`src/rtl/ifetch_pkg.sv`:
```
// Shared constants, entry type and sizing helper for the instruction fetch front end.
package ifetch_pkg;

    localparam logic [31:0] INST_NOP         = 32'h0000_0013;
    localparam logic [31:0] RESET_PC_DEFAULT = 32'h0000_0000;
    localparam logic [31:0] PC_INC           = 32'd4;

    typedef struct packed {
        logic [31:0] inst;
        logic [31:0] pc;
    } fetch_entry_t;

    // Width of a counter that must be able to hold the value DEPTH itself.
    function automatic int clog2p1(input int depth);
        return $clog2(depth) + 1;
    endfunction

endpackage

```
`src/rtl/ifetch_fifo.sv`:
```
// Small synchronous FIFO holding fetched {inst, pc} entries; head is visible combinationally.
module ifetch_fifo
    import ifetch_pkg::*;
#(
    parameter int DEPTH = 4,
    parameter int WIDTH = 64,
    localparam int CW   = clog2p1(DEPTH)
) (
    input  logic             clk,
    input  logic             rst,
    input  logic             push,
    input  logic [WIDTH-1:0] push_data,
    input  logic             pop,
    input  logic             flush,
    output logic [WIDTH-1:0] head,
    output logic             full,
    output logic             empty,
    output logic [CW-1:0]    count
);

    localparam int AW = $clog2(DEPTH);

    logic [WIDTH-1:0] mem [DEPTH];
    logic [AW-1:0]    wr_ptr_reg;
    logic [AW-1:0]    rd_ptr_reg;
    logic [CW-1:0]    count_reg;
    logic [CW-1:0]    count_next;
    logic             do_push;
    logic             do_pop;

    assign full  = (count_reg == CW'(DEPTH));
    assign empty = (count_reg == '0);
    assign count = count_reg;
    assign head  = mem[rd_ptr_reg];

    // A full FIFO may still accept a push when its head leaves in the same cycle.
    assign do_push = push && (!full || pop) && !flush;
    assign do_pop  = pop && !empty && !flush;

    always_comb begin
        count_next = count_reg;
        if (flush) begin
            count_next = '0;
        end else if (do_push && !do_pop) begin
            count_next = count_reg + CW'(1);
        end else if (do_pop && !do_push) begin
            count_next = count_reg - CW'(1);
        end
    end

    always_ff @(posedge clk) begin
        if (do_push) begin
            mem[wr_ptr_reg] <= push_data;
        end
    end

    always_ff @(posedge clk or posedge rst) begin
        if (rst) begin
            wr_ptr_reg <= '0;
            rd_ptr_reg <= '0;
            count_reg  <= '0;
        end else begin
            count_reg <= count_next;
            if (flush) begin
                wr_ptr_reg <= '0;
                rd_ptr_reg <= '0;
            end else begin
                if (do_push) wr_ptr_reg <= wr_ptr_reg + AW'(1);
                if (do_pop)  rd_ptr_reg <= rd_ptr_reg + AW'(1);
            end
        end
    end

endmodule

```
`src/rtl/ifetch_unit.sv`:
```
// Instruction fetch front end: PC generation, credit-limited memory requests, stale-response
// dropping on redirect and a response FIFO. Optional macro IFETCH_BYPASS_EN adds a same-cycle bypass.
module ifetch_unit
    import ifetch_pkg::*;
#(
    parameter logic [31:0] RESET_PC = RESET_PC_DEFAULT,
    parameter int          DEPTH    = 4
) (
    input  logic        clk,
    input  logic        rst,
    output logic        imem_req,
    output logic [31:0] imem_addr,
    input  logic        imem_gnt,
    input  logic        imem_rvalid,
    input  logic [31:0] imem_rdata,
    input  logic        redirect_valid,
    input  logic [31:0] redirect_pc,
    input  logic        stall,
    output logic        inst_valid,
    output logic [31:0] inst,
    output logic [31:0] inst_pc
);

    localparam int CW = clog2p1(DEPTH);

    logic [31:0]   fetch_pc_reg, fetch_pc_next;
    logic [31:0]   resp_pc_reg, resp_pc_next;
    logic [CW-1:0] outstanding_reg, outstanding_next;
    logic [CW-1:0] drop_reg, drop_next;

    logic          accept;
    logic          keep_rsp;
    logic [31:0]   target_pc;
    logic [CW:0]   credit_used;

    logic          fifo_push;
    logic          fifo_pop;
    logic          fifo_full;
    logic          fifo_empty;
    logic [CW-1:0] fifo_count;
    fetch_entry_t  fifo_in;
    fetch_entry_t  fifo_head;

    assign target_pc   = redirect_pc & ~32'h3;
    assign credit_used = {1'b0, outstanding_reg} + {1'b0, fifo_count};

    // Requests are gated during reset because the credit check alone would already pass.
    assign imem_req  = !rst && !redirect_valid && (credit_used < (CW+1)'(DEPTH));
    assign imem_addr = fetch_pc_reg;
    assign accept    = imem_req && imem_gnt;

    // Responses landing in a redirect cycle are stale by definition.
    assign keep_rsp  = imem_rvalid && (drop_reg == '0) && !redirect_valid;
    assign fifo_in   = '{inst: imem_rdata, pc: resp_pc_reg};
    assign fifo_pop  = !fifo_empty && !stall && !redirect_valid;

`ifdef IFETCH_BYPASS_EN
    logic bypass;

    assign bypass     = !rst && keep_rsp && fifo_empty;
    assign inst_valid = !fifo_empty || bypass;
    assign inst       = !fifo_empty ? fifo_head.inst : (bypass ? imem_rdata  : '0);
    assign inst_pc    = !fifo_empty ? fifo_head.pc   : (bypass ? resp_pc_reg : '0);
    // A bypassed word only needs buffering when the decoder is stalled.
    assign fifo_push  = keep_rsp && !(bypass && !stall);
`else
    assign inst_valid = !fifo_empty;
    assign inst       = fifo_empty ? '0 : fifo_head.inst;
    assign inst_pc    = fifo_empty ? '0 : fifo_head.pc;
    assign fifo_push  = keep_rsp;
`endif

    always_comb begin
        fetch_pc_next    = fetch_pc_reg;
        resp_pc_next     = resp_pc_reg;
        outstanding_next = outstanding_reg + CW'(accept) - CW'(imem_rvalid);
        drop_next        = drop_reg;
        if (redirect_valid) begin
            fetch_pc_next = target_pc;
            resp_pc_next  = target_pc;
            // Everything still in flight after this cycle belongs to the old path.
            drop_next     = outstanding_reg - CW'(imem_rvalid);
        end else begin
            if (accept)   fetch_pc_next = fetch_pc_reg + PC_INC;
            if (keep_rsp) resp_pc_next  = resp_pc_reg + PC_INC;
            if (imem_rvalid && (drop_reg != '0)) drop_next = drop_reg - CW'(1);
        end
    end

    always_ff @(posedge clk or posedge rst) begin
        if (rst) begin
            fetch_pc_reg    <= RESET_PC;
            resp_pc_reg     <= RESET_PC;
            outstanding_reg <= '0;
            drop_reg        <= '0;
        end else begin
            fetch_pc_reg    <= fetch_pc_next;
            resp_pc_reg     <= resp_pc_next;
            outstanding_reg <= outstanding_next;
            drop_reg        <= drop_next;
        end
    end

    ifetch_fifo #(
        .DEPTH(DEPTH),
        .WIDTH(64)
    ) u_fifo (
        .clk      (clk),
        .rst      (rst),
        .push     (fifo_push),
        .push_data(fifo_in),
        .pop      (fifo_pop),
        .flush    (redirect_valid),
        .head     (fifo_head),
        .full     (fifo_full),
        .empty    (fifo_empty),
        .count    (fifo_count)
    );

    // The credit limit guarantees a push never finds the FIFO full without a pop.
    credit_no_overflow: assert property (@(posedge clk) disable iff (rst)
        fifo_push |-> (!fifo_full || fifo_pop));

endmodule

```
`config.mk`:
```
export PLATFORM = sky130hd
export DESIGN_NAME = ifetch_unit
export DESIGN_NICKNAME = d
export VERILOG_FILES = /design/src/rtl/ifetch_pkg.sv /design/src/rtl/ifetch_fifo.sv /design/src/rtl/ifetch_unit.sv
export SDC_FILE = /design/constraint.sdc
export NUM_CORES = 1
export LEC_CHECK = 0
export BUFFER_PORTS_ARGS = -buffer_cell sky130_fd_sc_hd__buf_2
export CAP_MARGIN = 40
export CORE_MARGIN = 2
export CORE_UTILIZATION = 50
export CTS_CLUSTER_SIZE = 28
export DETAILED_ROUTE_END_ITERATION = 7
export PLACE_DENSITY = 0.7
export SLEW_MARGIN = 40
export SYNTH_ARGS = -nofsm -noshare
export SYNTH_HDL_FRONTEND = slang
export SYNTH_SLANG_ARGS = --single-unit
export TNS_END_PERCENT = 50
```
`constraint.sdc`:
```
create_clock -name clk -period 3.7 [get_ports clk]
set_input_delay 0.74 -clock clk [delete_from_list [all_inputs] [get_ports clk]]
set_output_delay 0.74 -clock clk [all_outputs]
set_load 0.02 [all_outputs]
```
## Word-level counts from Yosys, hierarchy flattened

Memories as Yosys holds them, arrays and structs flattened.
Cells that the tools add are included.
W data, S select, Z words.

- Flip-flop bits (word level): 77
- RAM bits: 256
- Input port bits: 70
- Word-level logic and storage cells: 69
- Memories kept: 1

Memory list:

| memory | words | bits a word | rd ports | clocked after memory_dff | wr ports | line | text |
|---|---|---|---|---|---|---|---|
| u_fifo.mem | 4 | 64 | 1 | 0 | 1 | ifetch_fifo.sv:23 | `logic [WIDTH-1:0] mem [DEPTH];` |

- $add $sub $neg: 11
- Magnitude comparators: 1
- Eq/ne operators: 1
- Multiplexer cells: 17
- Reductions and logical operators: 31

Operator list:

| kind | count |
|---|---|
| $mux W32 | 6 |
| $add A32 B3 Y32 const B | 2 |
| $mux W3 | 5 |
| $logic_and A1 B1 Y1 | 14 |
| $reduce_bool A2 Y1 | 5 |
| $mux W2 | 4 |
| $logic_not A1 Y1 | 7 |
| $logic_not A3 Y1 | 2 |
| $reduce_bool A3 Y1 | 2 |
| $sub A3 B1 Y3 | 2 |
| $sub A3 B1 Y3 const B | 2 |
| $add A2 B1 Y2 const B | 2 |
| $add A3 B3 Y4 | 1 |
| $lt A4 B3 Y1 const B | 1 |
| $add A3 B1 Y3 | 1 |
| $add A3 B1 Y3 const B | 1 |
| $eq A3 B3 Y1 const B | 1 |
| $mux W1 | 2 |
| $logic_or A1 B1 Y1 | 1 |

## Logic depth before layout (Yosys ltp)

Gate-level depths: netlist (run 1).

- Depth in word-level cells: 12
- Mapped depth: 12
- Depth with buffers taken out: 11

## Hierarchy

From an unflattened synthesis (run 1), not the netlist that was laid out.

- Cells, all modules: 894
- Area total of the unflattened synthesis: 14,196.1 µm²

By module, submodules not included:

| module | times used | cells each | area each (µm²) | seq. area each (µm²) |
|---|---|---|---|---|
| ifetch_fifo | 1 | 394 | 9,783.1 | 7,862.5 |
| ifetch_unit | 1 | 500 | 4,413.0 | 1,651.6 |

## Worst setup path after synthesis (run 1)

Ideal clock, no wire load.

- Path kind: input to register
- Start: input port imem_rvalid
- End: memory u_fifo.mem[1][10], enable pin
- Arrival: 2.945 ns
- Data required time: 3.274 ns
- Path slack: 0.328 ns
- Cell stages on the path: 3
- Path buffers: 0
- Cells stage by stage: nand3b_1 nor3_1 and2_1

- Word-level cells in the longest chain between the ends: 6

Ends and longest elaborated chain:

| item | line | text |
|---|---|---|
| start, declared | ifetch_unit.sv:14 | `input logic imem_rvalid,` |
| $logic_and A1 B1 Y1 (2 in a row) | ifetch_unit.sv:53 | `assign keep_rsp = imem_rvalid && (drop_reg == '0) && !redirect_valid;` |
| $logic_and A1 B1 Y1 (2 in a row) | ifetch_fifo.sv:37 | `assign do_push = push && (!full \|\| pop) && !flush;` |
| $mux W1 | ifetch_fifo.sv:52 | `if (do_push) begin` |
| $mux W1 (not written as such) | ifetch_fifo.sv:53 | `mem[wr_ptr_reg] <= push_data;` |
| end, declared | ifetch_fifo.sv:23 |  |

No other way between the ends.

## Worst setup path after layout (run 1)

- Start: register u_fifo.count_reg[0] (netlist: u_fifo.count[0])
- End: output port inst[12]

- Word-level cells in the longest chain between the ends: 2

Ends and longest elaborated chain:

| item | line | text |
|---|---|---|
| start, declared | ifetch_fifo.sv:26 | `logic [CW-1:0] count_reg;` |
| start signal, assigned | ifetch_fifo.sv:63 | `count_reg <= count_next;` |
| $logic_not A3 Y1 | ifetch_fifo.sv:32 | `assign empty = (count_reg == '0);` |
| $mux W32 | ifetch_unit.sv:68 | `assign inst = fifo_empty ? '0 : fifo_head.inst;` |
| end, declared | ifetch_unit.sv:20 | `output logic [31:0] inst,` |

No other way between the ends.

==> flow_summary.toml, run 1 <==
[worst_setup_path]
crit_required_ns = 2.96
slowest_delay_ns = 0.58
slowest_stage = "clkinv_2"
path_cells = "nor3_2, clkinv_2, buf_4, and2_1, buf_2"
critical_path_depth = 5
crit_path_start_kind = "flip-flop"
worstPathArrival_ns = 2.61
criticalPathCategory = "flip-flop to output pin"
cp_num_buf_inv = 3
worstRegToRegCells = 11
crit-reg2reg-capture = "outstanding_reg[2]"
regToRegSetupSlack_ns = 0.85
setup.worst_path.end_class = "output pin"
cpLargestDelayFamily = "buffers and inverters"
r2r-start = "outstanding_reg[2]"
worstPathMaxFanout = 48

[drt]
dr.pass1.iters = 5
drt-total-wl_um = 26900
drt_drc_violations_left = 0
wl_per_cell_um = 19.3
ant_nets = 0
drt_iter0_markers = 526
via_per_inst = 5.57
via_count = 7767

[logic_synthesis]
synth-simple-area-share_pct = 10.2
synthXorXnorAreaFrac_pct = 3.01
ys_async_sr_fraction_pct = 22.7
yosys.area_share.adder_pct = 1.57
synth_area_per_cell_um2 = 16.0
yosysTopAreaCell = "edfxtp_1"
synth_top_family_by_area = "multiplexers"
seq_area_frac_synth_pct = 67.8
muxShareOfSynthArea_pct = 11.3
ys_warn_count = 0
synthFlopType = "edfxtp_1"
synth-compound-area-share_pct = 3.81
netlist_instances = 857
ys_seq_elements = 321
netlist_area_um2 = 13700
synth_cell_types = 61
synth_top_area_share_pct = 54.4
synth_edf_count = 248
synth_area_leaders = "edfxtp_1, dfrtp_1, mux4_2"

[sta]
maxSlewHeadroom_pct = 55.7
clock.fmax_mhz = 298
finalMaxSlewViolations = 0
rsz0062_at_grt = "no"
skew_ns = 0.0102
setup_tns_ns = 0
finalCritPeriodShare_pct = 90.6
holdWs_ns = 0.320
timing.final.crit_period_ns = 3.35
tightest_slew_ns = 0.665
timing.final.ws_setup_ns = 0.347
hold_viol = 0
setup_viol = 0

[floorplan]
ios = 168
start_util_pct = 50.8
dieArea_um2 = 28700
die_h_um = 169
fp.dieW_um = 169
rows = 60
core_area_um2 = 27000

[grt]
grt_pass1_wl_um = 42600
grt_usage_pct = 19.1
grt_pass1_vias = 7919
grt_max_degree = 63
antenna_found_initial = 0
overflow = 0

[placed_design]
dp_hpwl_um = 16900
port_buffers = 161
dp_slack_ns = 0.775
gp_congestion = 0.838

[pwr]
comb_power_share_pct = 22.2
clock_power_share_pct = 33.6
power_switching_mw = 2.85
seq_power_share_pct = 44.1
swShare_pct = 28.7
internal-power_mw = 7.06
irDropWorstVdd_uv = 272
power_mw = 9.91
p_leak_nw = 5.86
power-per-cell-area_nw_per_um2 = 617

[clock_network]
path_clk_slew_ns = 0.05
clockRootBuffer = "clkbuf_16"
cts_buffer_depth = 3
cts-resized-gates = 0
htree_levels = 2
cts_tree = "done"
numCtsBuffers = 35
cts.sinks = 321
post_cts_buffers = 0
hold_buffers = 0
clock_latency_ns = 0.50

[min_path]
hp-class = "input port to async pin"

[finish]
largest_reg_flops = 248
utilization_pct = 59.6
final_layout_size_suffix_gt1_share_pct = 30.8
multi_input_area_um2 = 4130
area.sequential_um2 = 9280
layout_common_cells = "edfxtp_1, buf_2, dfrtp_1"
final_common_cell = "edfxtp_1"
fill_cells = 2056
diodes = 0
nNetsFinal = 1116
area_delta_synth_final_pct = 17.4

[status]
status = "complete, no violations"

[job]
drv_cap = 0
## power by group through the flow
stage | Clock (mW) | Combinational (mW) | Sequential (mW)
2_1_floorplan | 0 | 1.55 | 4.39
3_3_place_gp | 0 | 2.23 | 4.43
3_5_place_dp | 0 | 2.26 | 4.45
4_1_cts | 3.42 | 2.26 | 4.38
5_1_grt | 3.57 | 2.42 | 4.41
6_report | 3.33 | 2.20 | 4.37
## synthesized netlist by cell type (all sizes together), types with 2 or more instances
cell    number
o21ai       32
or3          4
buf         26
o211ai       6
nand4       22
a31oi        8
ha          14
nand4b       2
nor4         5
a31o         3
mux2         9
nand2       51
nand2b       7
xnor2       22
nand3       24
a21oi        7
a21boi       8
o311ai       6
nor2        21
dfrtp       73
fa           2
nor3        12
clkbuf      20
inv         25
xor2        25
edfxtp     248
mux4        62
mux2i        5
and2        72
and4         6
or2          2
and3        11
o31ai        2
## metrics by stage
stage	cells	cell area (um^2)
2_1_floorplan	860	13700
3_3_place_gp	1334	14900
3_5_place_dp	1334	14900
4_1_cts	1395	16100
5_1_grt	1395	16100
6_report	1395	16100
## cells by family (layout without fill, tap and decap cells)
kind of cell	after synthesis	count (layout)
flops	321	321
simple gates	246	246
compound gates	79	79
mux	76	76
buf+inv	71	265
xor+xnor	47	47
fa+ha+maj	16	16
other cells	1	4
## area by class of cell
type / count / area share, %
clock buffer: 46 / 6.09
multi-input combinational: 468 / 25.7
sequential: 321 / 57.7
clock inverter: 15 / 0.872
tap: 341 / 2.65
timing repair buffer: 179 / 6.40
inverter: 25 / 0.592
## per-layer routing
metal  share of wire (%)  vias to the layer above  wire length [um]  global-route usage, %
met2                  47                      250             12600                   30.8
met3                 5.8                       34              1550                   3.15
met5                   0                        -                 0                      0
met4                 1.7                        0               466                   5.20
met1                  46                     3878             12300                   27.4
li1                    -                     3605                 -                      -
## how the worst max path moves through the flow
stage                               endpoint  slack, ns            startpoint
after floorplan            u_fifo.mem[1][10]       0.33           imem_rvalid
after global placement    outstanding_reg[2]       0.78                   rst
after detailed placement  outstanding_reg[2]       0.78        redirect_valid
after CTS                        inst_pc[16]       0.49  u_fifo.rd_ptr_reg[0]
after global routing                inst[14]       0.16       u_fifo.count[0]
final                               inst[12]       0.35       u_fifo.count[0]
No activity file was read; power rests on OpenSTA's default activity.
==> run 2, diff against run 1 <==
--- a/config.mk
+++ b/config.mk
@@ -8,10 +8,11 @@
 export BUFFER_PORTS_ARGS = -buffer_cell sky130_fd_sc_hd__buf_2
 export CAP_MARGIN = 40
 export CORE_MARGIN = 2
-export CORE_UTILIZATION = 50
+export CORE_UTILIZATION = 30
+export CTS_CLUSTER_DIAMETER = 40
 export CTS_CLUSTER_SIZE = 28
 export DETAILED_ROUTE_END_ITERATION = 7
-export PLACE_DENSITY = 0.7
+export REMOVE_ABC_BUFFERS = 1
 export SLEW_MARGIN = 40
 export SYNTH_ARGS = -nofsm -noshare
 export SYNTH_HDL_FRONTEND = slang
==> run 2 against run 1 <==
Register-to-register slack hardly changed. Wire length is 16% higher. Flip-flop and latch count stayed put. Core utilization is 22 points lower. Clock-buffer cell count is 5 higher. Clock power is 41% higher. Total power is 15% higher. Cell count is 21% higher. Die area is 65% higher. Critical path depth is 1 lower. Largest cell class unchanged. Largest power group is now clock.
==> flow_summary.toml, run 2 (synthesized netlist as in run 1, its figures left out) <==
[status]
status = "complete, no violations"

[clock_network]
hold_buffers = 0
clock_latency_ns = 0.57
cts_buffer_depth = 3
post_cts_buffers = 0
htree_levels = 2
clockRootBuffer = "clkbuf_16"
cts-resized-gates = 0
cts.sinks = 321
cts_tree = "done"
path_clk_slew_ns = 0.06
numCtsBuffers = 47

[drt]
dr.pass1.iters = 4
ant_nets = 0
m1WireLength_um = 14100
wl_met2_um = 14300
via_count = 7885
wl_met3_um = 1930
drt_drc_violations_left = 0
highest_layer = "met4"
via_per_inst = 4.68
drt_iter0_markers = 370
wl_per_cell_um = 18.4
drt-total-wl_um = 31100

[grt]
grt_pass1_wl_um = 47800
grt_pass1_vias = 8135
grt_usage_pct = 13.3
antenna_found_initial = 0
overflow = 0
grt_max_degree = 53

[sta]
setup_tns_ns = 0
maxSlewHeadroom_pct = 44.9
finalMaxSlewViolations = 0
hold_viol = 0
setup_viol = 0
rsz0062_at_grt = "no"
tightest_slew_ns = 0.824
skew_ns = 0.0215
clock.fmax_mhz = 306
timing.final.crit_period_ns = 3.27
finalCritPeriodShare_pct = 88.3

[pwr]
power-per-cell-area_nw_per_um2 = 665
seq_power_share_pct = 38.5
comb_power_share_pct = 20.3
internal-power_mw = 7.90
p_leak_nw = 6.19
irDropWorstVdd_uv = 356
clock_power_share_pct = 41.2
power_switching_mw = 3.45
swShare_pct = 30.4

[worst_setup_path]
cp-startpoint = "u_fifo.rd_ptr_reg[0]"
worstRegToRegCells = 11
crit-reg2reg-capture = "outstanding_reg[2]"
cp_num_buf_inv = 2
cpLargestDelayFamily = "flip-flops"
crit_required_ns = 2.96
crit_end = "inst_pc[25]"
regToRegSetupSlack_ns = 0.86
critical_path_depth = 4
path_cells = "buf_4, mux4_2, and2_1, buf_2"
slowest_stage = "dfrtp_4"
r2r-start = "outstanding_reg[2]"
worstPathArrival_ns = 2.53
worstPathMaxFanout = 18
criticalPathCategory = "flip-flop to output pin"
crit_path_start_kind = "flip-flop"
setup.worst_path.end_class = "output pin"
slowest_delay_ns = 0.66

[placed_design]
dp_hpwl_um = 20300
dpl_cell_area_um2 = 15400
port_buffers = 161
dp.cells = 1598
gp_congestion = 0.781

[floorplan]
dieArea_um2 = 47400
core_area_um2 = 45200
start_util_pct = 30.3
ios = 168
fp.dieW_um = 218
die_h_um = 218
rows = 78

[finish]
postLayoutCellArea_um2 = 17100
largest_reg_flops = 248
final_common_cell = "edfxtp_1"
area_delta_synth_final_pct = 24.8
nNetsFinal = 1133
diodes = 0
layout_common_cells = "edfxtp_1, buf_2, dfrtp_1"
final_layout_size_suffix_gt1_share_pct = 33.2
final_cells = 1686

[job]
drv_cap = 0

[min_path]
hp-class = "input port to async pin"
==> run 2: cell type report <==
type / count / area, um^2
Sequential cell: 321 / 9280
Clock inverter: 37 / 487
Fill cell: 4315 / 28100
Inverter: 25 / 97.6
Timing Repair Buffer: 184 / 1130
Clock buffer: 51 / 1210
Multi-Input combinational cell: 468 / 4120
Tap cell: 600 / 751
==> run 2: how the worst min path moves through the flow <==
| stage | to | slack, ns | cells after the start |
|---|---|---|---|
| 3_3_place_gp | u_fifo.mem[2][17] | 0.53 | 0 |
| 3_5_place_dp | u_fifo.wr_ptr_reg[0] | 0.55 | 1 |
| 2_1_floorplan | u_fifo.mem[0][31] | 0.49 | 0 |
| 4_1_cts | resp_pc_reg[17] | 0.32 | 2 |
| 5_1_grt | u_fifo.rd_ptr_reg[0] | 0.27 | 2 |
| 6_report | outstanding_reg[1] | 0.24 | 2 |
==> run 2: metal layers <==
layer	GRT usage, %	up-vias
met4	3.93	0
met1	17.9	3955
met2	21.2	212
met3	3.36	55
li1	-	3663
met5	0	-
==> run 2: through the flow <==
step                      hold slack (ns)  worst slack, ns  power, mW  utilization [%]
after global placement              0.529            0.831       6.77             34.0
after floorplan                     0.494           -0.441       5.91                -
final                               0.241            0.431       11.3             37.8
after detailed placement            0.547            0.784       6.81             34.0
after global routing                0.269            0.243       11.9             37.8
after CTS                           0.320            0.312       11.5             37.8
==> run 2: power by group through the flow <==
stage / sequential, mW / combinational [mW] / clock (mW)
after detailed placement: 4.44 / 2.37 / 0
after floorplan: 4.49 / 1.42 / 0
after CTS: 4.37 / 2.38 / 4.80
after global routing: 4.41 / 2.53 / 4.95
after global placement: 4.43 / 2.34 / 0
final: 4.37 / 2.31 / 4.68
==> run 2: worst reg2reg max path: stages, from the launching register on <==
cell     delay, ns
dfrtp_1       0.41
ha_1          0.31
nor4_1        0.31
and4_1        0.30
inv_2         0.19
ha_1          0.33
inv_1         0.05
ha_1          0.12
inv_1         0.04
fa_1          0.38
xnor2_1       0.20
xnor2_1       0.13
==> run 3, diff against run 2 <==
--- a/config.mk
+++ b/config.mk
@@ -5,6 +5,7 @@
 export SDC_FILE = /design/constraint.sdc
 export NUM_CORES = 1
 export LEC_CHECK = 0
+export ABC_AREA = 1
 export BUFFER_PORTS_ARGS = -buffer_cell sky130_fd_sc_hd__buf_2
 export CAP_MARGIN = 40
 export CORE_MARGIN = 2
@@ -13,6 +14,7 @@
 export CTS_CLUSTER_SIZE = 28
 export DETAILED_ROUTE_END_ITERATION = 7
 export REMOVE_ABC_BUFFERS = 1
+export SKIP_CTS_REPAIR_TIMING = 1
 export SLEW_MARGIN = 40
 export SYNTH_ARGS = -nofsm -noshare
 export SYNTH_HDL_FRONTEND = slang
==> run 3 against run 2 <==
Clock power about the same. Non-clock buffer count unchanged. Maximum frequency decreased by 1.2%. Clock skew is 0.0041 ns higher. Sequential power up 4.8%. Critical path type unchanged. Largest power group unchanged. Cell area rose by 5.7%. Cell count increased by 39%. Sequential share of layout area fell by 2.9 points. Core utilization decreased by 0.70 points. Area after synthesis grew 7.3%.
==> flow_summary.toml, run 3 <==
[sta]
timing.final.ws_setup_ns = 0.392
finalMaxSlewViolations = 0
clock.fmax_mhz = 302
timing.final.crit_period_ns = 3.31
maxSlewHeadroom_pct = 50.5
holdWs_ns = 0.0695
skew_ns = 0.0256
hold_viol = 0
rsz0062_at_grt = "no"
tightest_slew_ns = 0.741
setup_viol = 0
finalCritPeriodShare_pct = 89.4

[finish]
postLayoutCellArea_um2 = 18000
largest_reg_flops = 248
area_delta_synth_final_pct = 22.8
final_layout_size_suffix_gt1_share_pct = 17.2
diodes = 0
layout_common_cells = "nor2_1, nand2_1, edfxtp_1"
final_common_cell = "nor2_1"
utilization_pct = 37.1
nNetsFinal = 1774
final_cells = 2351

[grt]
grt_usage_pct = 15.5
met2_usage_pct = 24.7
antenna_found_initial = 0
overflow = 0
grt_max_degree = 126
grt_pass1_vias = 10700
met3_usage_pct = 2.69
grtUsageMet1_pct = 21.4
busiest_layer = "met2"
grt_pass1_wl_um = 60600

[floorplan]
rows = 81
fp.dieW_um = 225
start_util_pct = 30.2
core_area_um2 = 48600
die_h_um = 225
ios = 168
dieArea_um2 = 50800

[placed_design]
dpl_cell_area_um2 = 16300
dp_slack_ns = 0.840
port_buffers = 161
dp_hpwl_um = 25200
gp_congestion = 0.910
dp.cells = 2257

[logic_synthesis]
netlist_instances = 1516
synth_top_area_share_pct = 50.7
ys_async_sr_fraction_pct = 22.7
synth_edf_count = 248
yosysMostFrequentCell = "nor2_1"
seq_area_frac_synth_pct = 63.1
synthFlopType = "edfxtp_1"
yosysTopAreaCell = "edfxtp_1"
synth_top_family_by_area = "simple AND/OR/NAND/NOR gates"
synth_common_cells = "nor2_1, nand2_1, edfxtp_1"
synth_area_per_cell_um2 = 9.69
netlist_area_um2 = 14700
ys_warn_count = 0
synthXorXnorAreaFrac_pct = 1.43
muxShareOfSynthArea_pct = 0
synth_cell_types = 39
synth-compound-area-share_pct = 8.68
yosys.area_share.adder_pct = 1.46
synth-simple-area-share_pct = 20.9
synth_area_leaders = "edfxtp_1, dfrtp_1, nor2_1"
ys_seq_elements = 321

[worst_setup_path]
r2r-start = "drop_reg[0]"
worstPathArrival_ns = 2.57
cpLargestDelayFamily = "buffers and inverters"
worstPathMaxFanout = 43
crit-reg2reg-capture = "u_fifo.mem[1][37]"
crit_path_start_kind = "flip-flop"
slowest_stage = "dfrtp_4"
worstRegToRegCells = 7
path_cells = "inv_2, buf_4, o21ai_0, a21oi_1, buf_2"
cp_num_buf_inv = 3
criticalPathCategory = "flip-flop to output pin"
crit_required_ns = 2.96
slowest_delay_ns = 0.49
setup.worst_path.end_class = "output pin"
regToRegSetupSlack_ns = 1.15

[clock_network]
cts_tree = "done"
cts_buffer_depth = 3
cts.sinks = 321
clock_latency_ns = 0.59
clockRootBuffer = "clkbuf_16"
path_clk_slew_ns = 0.05
numCtsBuffers = 51
htree_levels = 2

[drt]
drt_drc_violations_left = 0
dr.pass1.iters = 5
via_per_inst = 4.79
drt_iter0_markers = 813
ant_nets = 0
wl_per_cell_um = 16.7
drt-total-wl_um = 39300
via_count = 11300

[pwr]
power-per-cell-area_nw_per_um2 = 689
p_leak_nw = 7.09
irDropWorstVdd_uv = 286

[min_path]
hp-class = "input port to async pin"

[status]
status = "complete, no violations"

[job]
drv_cap = 0
-- run 3: cell types whose count changed after synthesis, sizes merged, moves of 62 or more --
cell and change:
nor2 +333, mux4 -62, nand2 +240, and2 -72, o21ai +124, a21oi +63
-- run 3: worst max path at each step --
stage,cells past startpoint,endpoint,startpoint
after floorplan,4,u_fifo.mem[0][10],imem_rvalid
after global routing,5,inst_pc[2],u_fifo.rd_ptr_reg[0]
after detailed placement,6,u_fifo.mem[1][37],imem_rvalid
after global placement,6,u_fifo.mem[1][37],imem_rvalid
after CTS,5,inst_pc[2],u_fifo.rd_ptr_reg[0]
final,5,inst_pc[2],u_fifo.rd_ptr_reg[0]
-- run 3: logic make-up (layout without fill, tap and decap cells) --
logic type	after synthesis	after routing
buffers and inverters	154	364
XOR/XNOR	24	24
AND/OR/NAND/NOR	755	755
other	1	4
AO/OA/AOI/OAI	245	245
flip-flops	321	321
adder cells (fa/ha/maj)	16	16
-- run 3: final cells by class --
type	instances	area, um^2
multi-input combinational	1044	4820
clock inverter	40	407
timing repair buffer	184	1130
sequential	321	9280
clock buffer	54	1310
tap	622	778
fill	4864	30600
inverter	86	325
-- run 3: metrics by stage --
stage | TNS (ns) | total power [mW]
after detailed placement | 0 | 7.85
after global routing | 0 | 13.1
after floorplan | -331.10 | 6.52
after CTS | 0 | 12.6
after global placement | 0 | 7.80
final | 0 | 12.4
-- run 3: metal layers --
layer,vias to the layer above,wire length (um)
met4,0,834
met3,58,2200
met1,5405,18100
met5,-,0
met2,328,18100
li1,5467,-
-- run 3: where the power goes --
group / internal [mW] / switching [mW] / total, mW
clock: 2.81 / 1.88 / 4.69
sequential: 4.22 / 0.364 / 4.58
combinational: 0.980 / 2.18 / 3.16
